<file path="config.mk">
export PLATFORM = sky130hd
export DESIGN_NAME = carry_skip_adder_32bit
export DESIGN_NICKNAME = d
export VERILOG_FILES = /design/src/rtl/carry_skip_adder_32bit.sv
export SDC_FILE = /design/constraint.sdc
export NUM_CORES = 1
export LEC_CHECK = 0
export BUFFER_PORTS_ARGS = -buffer_cell sky130_fd_sc_hd__buf_2
export CAP_MARGIN = 15
export CORE_UTILIZATION = 42
export CTS_BUF_LIST = sky130_fd_sc_hd__clkbuf_4 sky130_fd_sc_hd__clkbuf_8 sky130_fd_sc_hd__clkbuf_16
export CTS_CLUSTER_SIZE = 8
export DETAILED_ROUTE_END_ITERATION = 10
export GPL_TIMING_DRIVEN = 0
export PLACE_DENSITY = 0.81
export SLEW_MARGIN = 20
export SYNTH_ARGS = -nofsm -noshare
export SYNTH_HDL_FRONTEND = slang
export SYNTH_SLANG_ARGS = --single-unit
</file>
<file path="constraint.sdc">
create_clock -name clk -period 0.9 [get_ports clk]
set_clock_uncertainty 0.2 [all_clocks]
set_input_delay 0 -clock clk [delete_from_list [all_inputs] [get_ports clk]]
set_output_delay 0 -clock clk [all_outputs]
set_load 0.01 [all_outputs]
</file>
<file path="src/rtl/carry_skip_adder_32bit.sv">
// 32-bit carry-skip adder: eight 4-bit ripple blocks with a per-block skip mux,
// result registered on every rising clock edge (1-cycle latency).
module carry_skip_adder_32bit #(
  parameter int BLOCK_SIZE = 4
) (
  input  logic        clk,
  input  logic        rst,
  input  logic [31:0] A,
  input  logic [31:0] B,
  input  logic        cin,
  output logic [31:0] sum,
  output logic        cout
);

  localparam int NUM_BLOCKS = 32 / BLOCK_SIZE;

  logic [31:0]           w_p;
  logic [31:0]           w_g;
  logic [31:0]           w_sum;
  logic [NUM_BLOCKS-1:0] w_blk_p;
  logic [NUM_BLOCKS:0]   w_blk_c;

  assign w_p        = A ^ B;
  assign w_g        = A & B;
  assign w_blk_c[0] = cin;

  for (genvar k = 0; k < NUM_BLOCKS; k++) begin : g_blk
    logic [BLOCK_SIZE:0] w_rc;

    assign w_rc[0] = w_blk_c[k];

    for (genvar i = 0; i < BLOCK_SIZE; i++) begin : g_bit
      assign w_rc[i+1]                = w_g[k*BLOCK_SIZE+i] | (w_p[k*BLOCK_SIZE+i] & w_rc[i]);
      assign w_sum[k*BLOCK_SIZE+i]    = w_p[k*BLOCK_SIZE+i] ^ w_rc[i];
    end

    // When every bit propagates, the block carry-in bypasses the ripple chain.
    assign w_blk_p[k]   = &w_p[k*BLOCK_SIZE +: BLOCK_SIZE];
    assign w_blk_c[k+1] = w_blk_p[k] ? w_blk_c[k] : w_rc[BLOCK_SIZE];
  end

  // NOTE: sequential state uses non-blocking assignments so every register
  // samples the pre-edge values, independent of statement order.
  always_ff @(posedge clk or posedge rst) begin
    if (rst) begin
      sum  <= '0;
      cout <= 1'b0;
    end else begin
      sum  <= w_sum;
      cout <= w_blk_c[NUM_BLOCKS];
    end
  end

endmodule

</file>
Word level (Yosys, flattened, before mapping)
Cells that the tools add are included.

Flip-flop bits (word level): 33. Input bits: 67. Output and inout port bits: 33.

Muxes and demuxes: 8. Bitwise operators: 98. Reduce and logical (&&, ||, !) cells: 8.

Operators by type and width (number): $and A1 B1 Y1 (32); $and A32 B32 Y32 (1); $or A1 B1 Y1 (32); $reduce_and A4 Y1 (8); $xor A1 B1 Y1 (32); $xor A32 B32 Y32 (1); $mux W1 (8).

Longest topological paths before layout
Gate-level depths: netlist of run 1.

Depth in word-level cells: 73. Gate-level depth with buffers: 51. Depth with buffers taken out: 51.

Least setup slack after synthesis of run 1
Ideal clock, no wire load.

Path kind: input-to-reg. From: input port A[0]. To: register sum[31]. Data arrival time: 13590 ps. Setup time: 64 ps. Stages on the path: 50. Buffers on the path: 0. Path slack: -12954 ps. Required time: 636 ps. Cells stage by stage: inv_1 -> fa_1 -> inv_1 -> fa_1 -> fa_1 -> fa_1 -> mux2i_1 -> inv_1 -> fa_1 -> fa_1 -> fa_1 -> fa_1 -> nor2_1 -> a21oi_1 -> fa_1 -> fa_1 -> fa_1 -> fa_1 -> (+14 left out) -> fa_1 -> fa_1 -> nand2_1 -> o21ai_0 -> inv_1 -> nand2_1 -> fa_1 -> fa_1 -> fa_1 -> fa_1 -> nor2b_1 -> a21oi_1 -> fa_1 -> fa_1 -> fa_1 -> inv_1 -> fa_1 -> inv_1.

Cells in the longest elaborated chain, start to end: 71. Elaborated cells on any way between the ends: 73. Classes of those cells: mux: 7; bitwise: 65; reduce/logical: 1.

RTL lines: start: declaration (RTL line 8) `input logic [31:0] A,`; $xor A32 B32 Y32 (RTL line 23) `assign w_p = A ^ B;`; $and A1 B1 Y1 (RTL line 33) `assign w_rc[i+1] = w_g[k*BLOCK_SIZE+i] | (w_p[k*BLOCK_SIZE+i] & w_rc[i]);`; $or A1 B1 Y1 (RTL line 33); $and A1 B1 Y1 (RTL line 33); $or A1 B1 Y1 (RTL line 33); $and A1 B1 Y1 (RTL line 33); $or A1 B1 Y1 (RTL line 33); $and A1 B1 Y1 (RTL line 33); (+56 left out); $and A1 B1 Y1 (*) (RTL line 33); $or A1 B1 Y1 (*) (RTL line 33); $and A1 B1 Y1 (*) (RTL line 33); $or A1 B1 Y1 (*) (RTL line 33); $and A1 B1 Y1 (*) (RTL line 33); $or A1 B1 Y1 (*) (RTL line 33); $xor A1 B1 Y1 (*) (RTL line 34) `assign w_sum[k*BLOCK_SIZE+i] = w_p[k*BLOCK_SIZE+i] ^ w_rc[i];`; net w_sum[31] (RTL line 19) `logic [31:0] w_sum;`; end signal: assignment (RTL line 49) `sum <= w_sum;`; end: declaration (RTL line 11) `output logic [31:0] sum,`.

The timed path passes the listed nets; every way through them passes the cells marked *.

Final worst setup path of run 1
Same ends and word-level chain as after synthesis.

==> summary.md, run 1 <==
| Metric | Value |
|---|---|
| Placed Area | 2800 um^2 |
| Synthesized area | 2090 um^2 |
| Final Max Slew Viols | 0 |
| Setup CP Type | in2reg |
| Crit-path slowest cell | fa_2 |
| Seq cells post-synth | 33 |
| Iter 0 DRT Violations | 13 |
| Max stage delay on crit path | 0.42 ns |
| Startpoint class of the critical path | input pin |
| # port buffers | 99 |
| Total track usage | 19.2% |
| DR WL/cell | 13.5 um |
| Max_slew headroom | 54.8% |
| Setup TNS | -199.67 ns |
| Die H | 72.6 um |
| Worst slew pin tran | 0.676 ns |
| Failing checks | hold timing, setup timing |
| Syn_area_per_cell | 15.1 um^2 |
| Syn_nets | 270 |
| Maximum clock frequency | 77.4 MHz |
| Sinks on Clock Net | 33 |
| Seq/Total Area, Yosys | 39.5% |
| Starting Density | 44.0% |
| Die area | 5270 um^2 |
| First-pass DRT Iterations | 4 |
| Core Region | 4750 um^2 |
| Htree depth | 2 |
| Hold WC Path Type | in2async |
| Vias per cell | 4.34 |
| Hold Fails Final Rpt | 65 |
| Cell mode on critical path | fa_2 |
| Final Util | 66.1% |
| Peak VDD IR | 0.548 mV |
| Max Root-Sink Buffers | 2 |
| Via count | 1438 |
| WL final | 4480 um |
| Remaining DRCs | 0 |
| RSZ-0062 raised after global routing | yes |
| Setup WS post-layout | -12.02 ns |
| Initial antenna violation count | 0 |
| DP Cell Count | 305 |
| Fin nets | 395 |
| Routability cong. | 0.762 |
| WP data arrival | 12.93 ns |
| Post-route cell area | 3140 um^2 |
| Setup crit end kind | register |
| Min Hold Slack | -0.373 ns |
| Cell variety after synth | 17 |
| Max-Cap Viols | 0 |
| Area growth from synthesis to layout | 50.1% |
| Synth Instances | 139 |
| Power density of the placed cells | 1480 nW/um^2 |
| Outcome | complete, but fails checks |
| Fin cells | 331 |
| Detail Route Antenna Nets | 0 |
| Global route overflow | 0 |
| Layout cells sized above 1 | 67.4% |
| HPWL Detailed | 3710 um |
| Synth warnings | 0 |
| Period minus WS final | 12.92 ns |
| Lkg Pwr | 0.00154 uW |
| IO Pins | 100 |
| Worst-path fanout max | 2 |
| Number of CTS-inserted buffers | 5 |
| Clock Pin Slew Worst Setup and Hold Paths | 0.06 ns |
| Global-route wire length before repair | 7470 um |
| TritonCTS clock tree | yes |
| Vias in the first global route | 1649 |
| ANT cells | 0 |
| Largest net degree at the start of global routing | 34 |
| Die width | 72.6 um |
| Tcrit/Tclk final | 1440% |
| Critical Path RT | 0.91 ns |
| Clk root buf | clkbuf_8 |
| Setup violations, final | 65 |
| Rows | 25 |
worst max-delay path: cells and delay by family:
kind / cells / cell delay [ns]
AOI/OAI and AO/OA: 4 / 0.42
adders and majority gates: 32 / 11.12
buffers and inverters: 7 / 0.42
muxes: 2 / 0.44
and+or+nand+nor: 6 / 0.51
layout by cell type (no fill, tap or decap), types with 2 or more instances in the layout:
cell type | synthesis | layout
inv_2 | 0 | 5
buf_2 | 0 | 90
nor3_1 | 2 | 2
nor2_1 | 3 | 2
inv_1 | 12 | 4
nand2_2 | 0 | 2
buf_4 | 0 | 19
mux2_4 | 0 | 2
and4_1 | 2 | 2
fa_2 | 0 | 32
dfrtp_1 | 33 | 33
nand2_1 | 5 | 2
ha_1 | 32 | 32
nand4_1 | 6 | 6
a21oi_2 | 0 | 2
buf_6 | 0 | 8
clkbuf_8 | 0 | 6
routing by layer:
layer,vias up,track usage [%],share of wire [%]
met3,6,3.31,3.3
li1,687,-,-
met4,0,7.63,1.6
met1,694,21.6,38
met2,51,35.8,57
met5,-,0,0
cells in the mapped netlist (all sizes together):
library cell	number	share of area, %
and4	2	0.84
dfrtp	33	39
nor2	3	0.54
mux2	2	1.1
a21oi	3	0.72
o22a	1	0.42
nand2	5	0.90
ha	32	19
nor2b	1	0.30
inv	12	2.2
a211oi	1	0.36
nor3	2	0.48
mux2i	1	0.48
o21ai	2	0.48
nand2b	1	0.30
nand4	6	1.8
fa	32	31
worst max path at each step:
stage               startpoint       to  cells past startpoint
finish                    A[0]  sum[31]                     51
global route              A[0]  sum[31]                     51
CTS                       A[0]     cout                     52
detailed placement        A[0]  sum[31]                     51
global placement          A[0]  sum[31]                     51
floorplan                 A[0]  sum[31]                     50
cell families (layout without fill, tap and decap cells):
family | after synthesis | count (layout) | share of synthesized area (%)
fa+ha+maj | 64 | 64 | 49.7
flops | 33 | 33 | 39.4
simple gates | 20 | 20 | 5.14
buf+inv | 12 | 137 | 2.15
compound gates | 7 | 7 | 1.97
mux | 3 | 3 | 1.55
timing repair:
item	in CTS	in global routing
endpoints found under the hold margin	65	64
pin swaps	3	1
buffers inserted	17	2
setup endpoints to repair	65	65
gates resized for setup	16	11
state kept, by name, indices dropped and copies added (netlist names):
name	cells
sum	32
cout	1
per-stage QoR:
| step | total power (uW) | setup slack, ns |
|---|---|---|
| floorplan | 2550 | -11.78 |
| global placement | 3230 | -12.37 |
| detailed placement | 3330 | -12.55 |
| CTS | 4640 | -12.03 |
| global route | 4990 | -12.38 |
| finish | 4650 | -12.02 |
layout make-up:
| class | count | area, um^2 |
|---|---|---|
| timing repair buffer | 118 | 703 |
| sequential | 33 | 826 |
| clock buffer | 7 | 90.1 |
| tap | 67 | 83.8 |
| fill | 371 | 1610 |
| inverter | 12 | 66.3 |
| multi-input combinational | 94 | 1370 |
power breakdown:
| group | switching (uW) | internal, uW | leakage (uW) |
|---|---|---|---|
| clock | 444 | 635 | 0.0000477 |
| sequential | 78.6 | 1790 | 0.000385 |
| combinational | 838 | 862 | 0.00110 |
| total | 1360 | 3290 | 0.00154 |
(Power assumes the default switching activity.)
==> inputs of run 2 (changes only) <==
--- a/config.mk
+++ b/config.mk
@@ -7,12 +7,12 @@
 export LEC_CHECK = 0
 export BUFFER_PORTS_ARGS = -buffer_cell sky130_fd_sc_hd__buf_2
 export CAP_MARGIN = 15
-export CORE_UTILIZATION = 42
+export CORE_UTILIZATION = 48
 export CTS_BUF_LIST = sky130_fd_sc_hd__clkbuf_4 sky130_fd_sc_hd__clkbuf_8 sky130_fd_sc_hd__clkbuf_16
 export CTS_CLUSTER_SIZE = 8
 export DETAILED_ROUTE_END_ITERATION = 10
 export GPL_TIMING_DRIVEN = 0
-export PLACE_DENSITY = 0.81
+export PLACE_DENSITY = 0.86
 export SLEW_MARGIN = 20
 export SYNTH_ARGS = -nofsm -noshare
 export SYNTH_HDL_FRONTEND = slang
==> constraint.sdc (replaced) <==
create_clock -name clk -period 16.1 [get_ports clk]
set_clock_uncertainty 0.2 [all_clocks]
set_input_delay 0 -clock clk [delete_from_list [all_inputs] [get_ports clk]]
set_output_delay 0 -clock clk [all_outputs]
set_load 0.01 [all_outputs]
==> summary.md, run 2 (synthesized netlist as in run 1, its figures left out) <==
| Metric | Value |
|---|---|
| Top reg by flops | sum |
| Worst slew pin tran | 0.647 ns (-0.0288 ns) |
| Max-Cap Viols | 0 (unchanged) |
| TritonCTS clock tree | yes |
| First-pass DRT Iterations | 4 (unchanged) |
| Clock Pin Slew Worst Setup and Hold Paths | 0.06 ns (about the same) |
| Clk root buf | clkbuf_8 |
| IO Pins | 100 (unchanged) |
| Final Util | 83.9% (+18 points) |
| Worst-path fanout max | 3 (+1) |
| Vias in the first global route | 1863 (+13%) |
| Crit-path slowest cell | dlygate4sd3_1 |
| Sinks on Clock Net | 33 (unchanged) |
| Most common cell after layout, fill and taps aside | buf_2 |
| Biggest regs | sum (32), cout (1) |
| WL final | 5620 um (+26%) |
| ANT cells | 0 (unchanged) |
| # port buffers | 99 (unchanged) |
| Delay-heaviest family, CP | adder cells |
| Setup crit end kind | register |
| Hold WC Path Type | in2reg |
| Layout cells sized above 1 | 38.6% (-29 points) |
| Pre-CTS setup slack | 0.985 ns (+13.54 ns) |
| Tcrit/Tclk final | 96.6% |
| Max_slew headroom | 56.8% (+2.0 points) |
| Final Max Slew Viols | 0 (unchanged) |
| HP Start | A[31] |
| WHS Path Cells | 5 |
| Area growth from synthesis to layout | 63.8% |
| Die area | 4630 um^2 (-12%) |
| WP data arrival | 15.58 ns (+2.65 ns) |
| Setup CP Type | in2reg |
| Clock Power Share | 22.4% (-0.8 points) |
| Die width | 68.0 um (-6.3%) |
| Max Root-Sink Buffers | 2 (unchanged) |
| Fin nets | 441 (+12%) |
| Largest net degree at the start of global routing | 34 (unchanged) |
| Initial antenna violation count | 0 (unchanged) |
| NetSw | 78.8 uW (-94%) |
| DP Cell Count | 288 (-5.6%) |
| CP bufs+invs | 9 (+2) |
| Via count | 1703 (+18%) |
| Setup violations, final | 0 (-100%) |
| Setup WS post-layout | 0.540 ns (+12.56 ns) |
| P_int | 196 uW (-94%) |
| Setup TNS | 0 ns (+199.67 ns) |
| Commonest cells after routing, fill and taps aside | buf_2, dlygate4sd3_1, dfrtp_1, ha_1, fa_1 |
| Detail Route Antenna Nets | 0 (unchanged) |
| Vias per cell | 4.72 (+8.6%) |
| Total power | 275 uW (-94%) |
| Die H | 68.0 um (-6.3%) |
| Peak VDD IR | 0.0369 mV (-93%) |
| Number of CTS-inserted buffers | 5 (unchanged) |
| Net Sw Frac | 28.7% (-0.59 points) |
| Outcome | completed |
| Max reg flops | 32 (unchanged) |
| Remaining DRCs | 0 (unchanged) |
| Hold endpoint | cout |
| Cell mode on critical path | fa_1 |
| Critical Path RT | 16.11 ns (+15.20 ns) |
| Total track usage | 25.6% (+6.4 points) |
| Iter 0 DRT Violations | 66 (+53) |
| Global route overflow | 0 (unchanged) |
| Hold Fails Final Rpt | 0 (-100%) |
| Startpoint class of the critical path | input pin |
| Power density of the placed cells | 80.2 nW/um^2 (-95%) |
| HPWL Detailed | 3750 um (+1.2%) |
| Htree depth | 2 (unchanged) |
| DR WL/cell | 15.6 um (+15%) |
| Lkg Pwr | 0.00170 uW (+11%) |
| Sequential power share | 38.1% (-2.1 points) |
| Post-CTS setup buffer count | 0 (-17) |
| Starting Density | 51.2% (+7.2 points) |
| Rows | 23 (-8.0%) |
| Period minus WS final | 15.56 ns |
| Maximum clock frequency | 64.3 MHz |
| Routability cong. | 0.800 (+4.9%) |
| Max stage delay on crit path | 0.57 ns (+0.15 ns) |
| Fin cells | 361 (+9.1%) |
| Global-route wire length before repair | 8260 um (+11%) |
| Core Region | 4090 um^2 (-14%) |
| Logic pwr share | 39.5% (+3.0 points) |
-- run 2: changes by cell type in the layout (fill, tap and decap cells not counted), moves of 3 or more --
cell,delta
fa_2,-25
buf_4,-19
inv_1,+7
inv_2,-4
dlygate4sd3_1,+65
buf_6,-8
nand2_1,+3
fa_1,+25
buf_2,+9
-- run 2: metal layers --
metal	up-vias	part of all wire [%]	global-route usage (%)
met5	-	0	0
met4	0	3.3	11.2
met3	16	2.8	2.83
met2	53	60	51.1
met1	855	34	26.0
li1	779	-	-
-- run 2: repair_timing --
action / CTS / global route
setup endpoints to repair: 0 / 3
hold buffers: 65 / 0
hold endpoints to repair: 65 / 0
resized for setup: 0 / 12
-- run 2: power by group through the flow --
stage               Combinational, uW  Clock, uW  Sequential [uW]
global placement                 70.1          0              105
floorplan                        22.6          0              116
detailed placement               74.2          0              106
CTS                               103       62.6              105
global route                      121       67.1              107
finish                            109       61.7              105
-- run 2: worst max-delay path by stage --
stage	start	to	slack, ns	depth (start not counted)
after detailed placement	A[0]	sum[31]	0.99	51
after floorplan	A[0]	sum[31]	2.25	50
final	cin	sum[31]	0.54	53
after global routing	cin	sum[31]	-0.01	53
after CTS	cin	sum[31]	0.17	53
after global placement	A[0]	sum[31]	1.46	51
-- run 2: area by class of cell --
class                           instances  area (um^2)
Multi-Input combinational cell         94         1260
Fill cell                             221          658
Inverter                               12         45.0
Sequential cell                        33          826
Clock buffer                            8         91.3
Timing Repair Buffer                  164         1150
Tap cell                               50         62.6
-- run 2: per-stage QoR --
stage	hold WS, ns	instance area, um^2
after CTS	0.0747	3390
after global routing	0.124	3430
final	0.109	3430
after detailed placement	-0.0707	2650
after floorplan	-0.0711	2090
after global placement	0.0890	2650
==> inputs of run 3 (changes only) <==
--- a/config.mk
+++ b/config.mk
@@ -12,7 +12,7 @@
 export CTS_CLUSTER_SIZE = 8
 export DETAILED_ROUTE_END_ITERATION = 10
 export GPL_TIMING_DRIVEN = 0
-export PLACE_DENSITY = 0.86
+export PLACE_DENSITY = 0.9
 export SLEW_MARGIN = 20
 export SYNTH_ARGS = -nofsm -noshare
 export SYNTH_HDL_FRONTEND = slang
==> summary.md, run 3 (synthesized netlist as in run 1, its figures left out) <==
| Metric | Value |
|---|---|
| Outcome | completed |
| First-pass DRT Iterations | 4 (unchanged) |
| Max_slew headroom | 54.7% (-2.1 points) |
| Vias per cell | 4.73 (+0.31%) |
| Htree depth | 2 (unchanged) |
| Power density of the placed cells | 80.9 nW/um^2 (+0.87%) |
| Max-Cap Viols | 0 (unchanged) |
| Biggest regs | sum (32), cout (1) |
| Setup TNS | 0 ns (unchanged) |
| Period minus WS final | 15.56 ns (+0.00375 ns) |
| WP data arrival | 15.58 ns (about the same) |
| Max Root-Sink Buffers | 2 (unchanged) |
| Commonest cells after routing, fill and taps aside | buf_2, dlygate4sd3_1, dfrtp_1, ha_1, fa_1 |
| Global-route wire length before repair | 8420 um (+1.9%) |
| Hold WC Path Type | in2reg |
| Core Region | 4090 um^2 (unchanged) |
| Critical Path RT | 16.12 ns (about the same) |
| Largest net degree at the start of global routing | 34 (unchanged) |
| ANT cells | 0 (unchanged) |
| Max stage delay on crit path | 0.57 ns (about the same) |
| Setup crit end kind | register |
| Routability cong. | 0.834 (+4.3%) |
| Clk root buf | clkbuf_8 |
| Area growth from synthesis to layout | 63.4% |
| Maximum clock frequency | 64.2 MHz (about the same) |
| Rows | 23 (unchanged) |
| Die area | 4630 um^2 (unchanged) |
| Clock Pin Slew Worst Setup and Hold Paths | 0.06 ns (about the same) |
| Die H | 68.0 um (unchanged) |
| Post-route cell area | 3420 um^2 (-0.26%) |
| Final Max Slew Viols | 0 (unchanged) |
| Total track usage | 26.3% (+0.73 points) |
| Worst slew pin tran | 0.679 ns (+0.0319 ns) |
| # port buffers | 99 (unchanged) |
| Worst-path fanout max | 3 (unchanged) |
| Layout cells sized above 1 | 37.8% (-0.76 points) |
| Startpoint class of the critical path | input pin |
| Setup violations, final | 0 (unchanged) |
| IO Pins | 100 (unchanged) |
| Setup CP Type | in2reg |
| Final Util | 83.7% (-0.21 points) |
| Sinks on Clock Net | 33 (unchanged) |
| WL final | 5570 um (-0.91%) |
| Min Hold Slack | 0.0700 ns (-0.0394 ns) |
| Fin nets | 442 (+0.23%) |
| Remaining DRCs | 0 (unchanged) |
| Global route overflow | 0 (unchanged) |
| Cell mode on critical path | fa_1 |
| Hold Fails Final Rpt | 0 (unchanged) |
| Tcrit/Tclk final | 96.7% (about the same) |
| Vias in the first global route | 1938 (+4.0%) |
| Detail Route Antenna Nets | 0 (unchanged) |
| Most common cell after layout, fill and taps aside | buf_2 |
| Initial antenna violation count | 0 (unchanged) |
| Die width | 68.0 um (unchanged) |
| HPWL Detailed | 3760 um (+0.25%) |
| Number of CTS-inserted buffers | 5 (unchanged) |
| Max reg flops | 32 (unchanged) |
| Lkg Pwr | 0.00170 uW (+0.32%) |
| Via count | 1713 (+0.59%) |
| Placed Area | 2650 um^2 (unchanged) |
| Top reg by flops | sum |
| Starting Density | 51.2% (unchanged) |
| # fillers | 223 (+0.90%) |
| Peak VDD IR | 0.0352 mV (-4.7%) |
| Iter 0 DRT Violations | 38 (-42%) |
| Crit-path slowest cell | dlygate4sd3_1 |
| TritonCTS clock tree | yes |
| DR WL/cell | 15.4 um (-1.2%) |
run 3: metal layers:
layer	routed length, um	track usage, %	vias up
li1	-	-	782
met1	1840	24.6	858
met2	3390	52.1	55
met3	140	5.33	18
met4	199	13.8	0
met5	0	0	-
run 3: layout make-up:
class / count / area (um^2) / share of cell area (%)
multi-input cells: 94 / 1240 / 36.3
flip-flops and latches: 33 / 826 / 24.1
well taps: 50 / 62.6 / 1.83
repair buffers: 165 / 1150 / 33.7
inverters: 12 / 45.0 / 1.32
clock buffers: 8 / 91.3 / 2.67
run 3: critical path: cells and delay by family:
kind	cells	cell delay (ns)
AOI/OAI and AO/OA	4	0.51
adders and majority gates	32	12.26
buffers and inverters	9	1.70
muxes	2	0.50
and+or+nand+nor	6	0.61
run 3: timing repair:
item | in CTS | in global routing
buffers inserted | 0 | 1
endpoints found under the hold margin | 65 | 0
setup endpoints to repair | 0 | 1
hold buffers | 65 | 0
resized for setup | 0 | 8
run 3: stage by stage:
| stage | worst slack, ns | total power, uW | instances |
|---|---|---|---|
| 2_1_floorplan | 2.25 | 139 | 139 |
| 3_3_place_gp | 1.49 | 175 | 288 |
| 3_5_place_dp | 1.04 | 181 | 288 |
| 4_1_cts | 0.211 | 272 | 361 |
| 5_1_grt | -0.0729 | 296 | 362 |
| 6_report | 0.536 | 277 | 362 |
run 3: final timing paths:
path / slack [ns] / end / startpoint / cells after the start
worst max-delay path: 0.54 / sum[31] / cin / 53
min in group asynchronous: 0.19 / sum[6] / rst / 3
worst min-delay path: 0.07 / cout / A[31] / 5
max in group asynchronous: 15.07 / sum[30] / rst / 3
run 3: power breakdown:
| part | switching, uW | internal, uW | total (uW) |
|---|---|---|---|
| registers | 4.29 | 100 | 104 |
| logic | 48.8 | 59.7 | 109 |
| clock network | 27.9 | 35.7 | 63.6 |
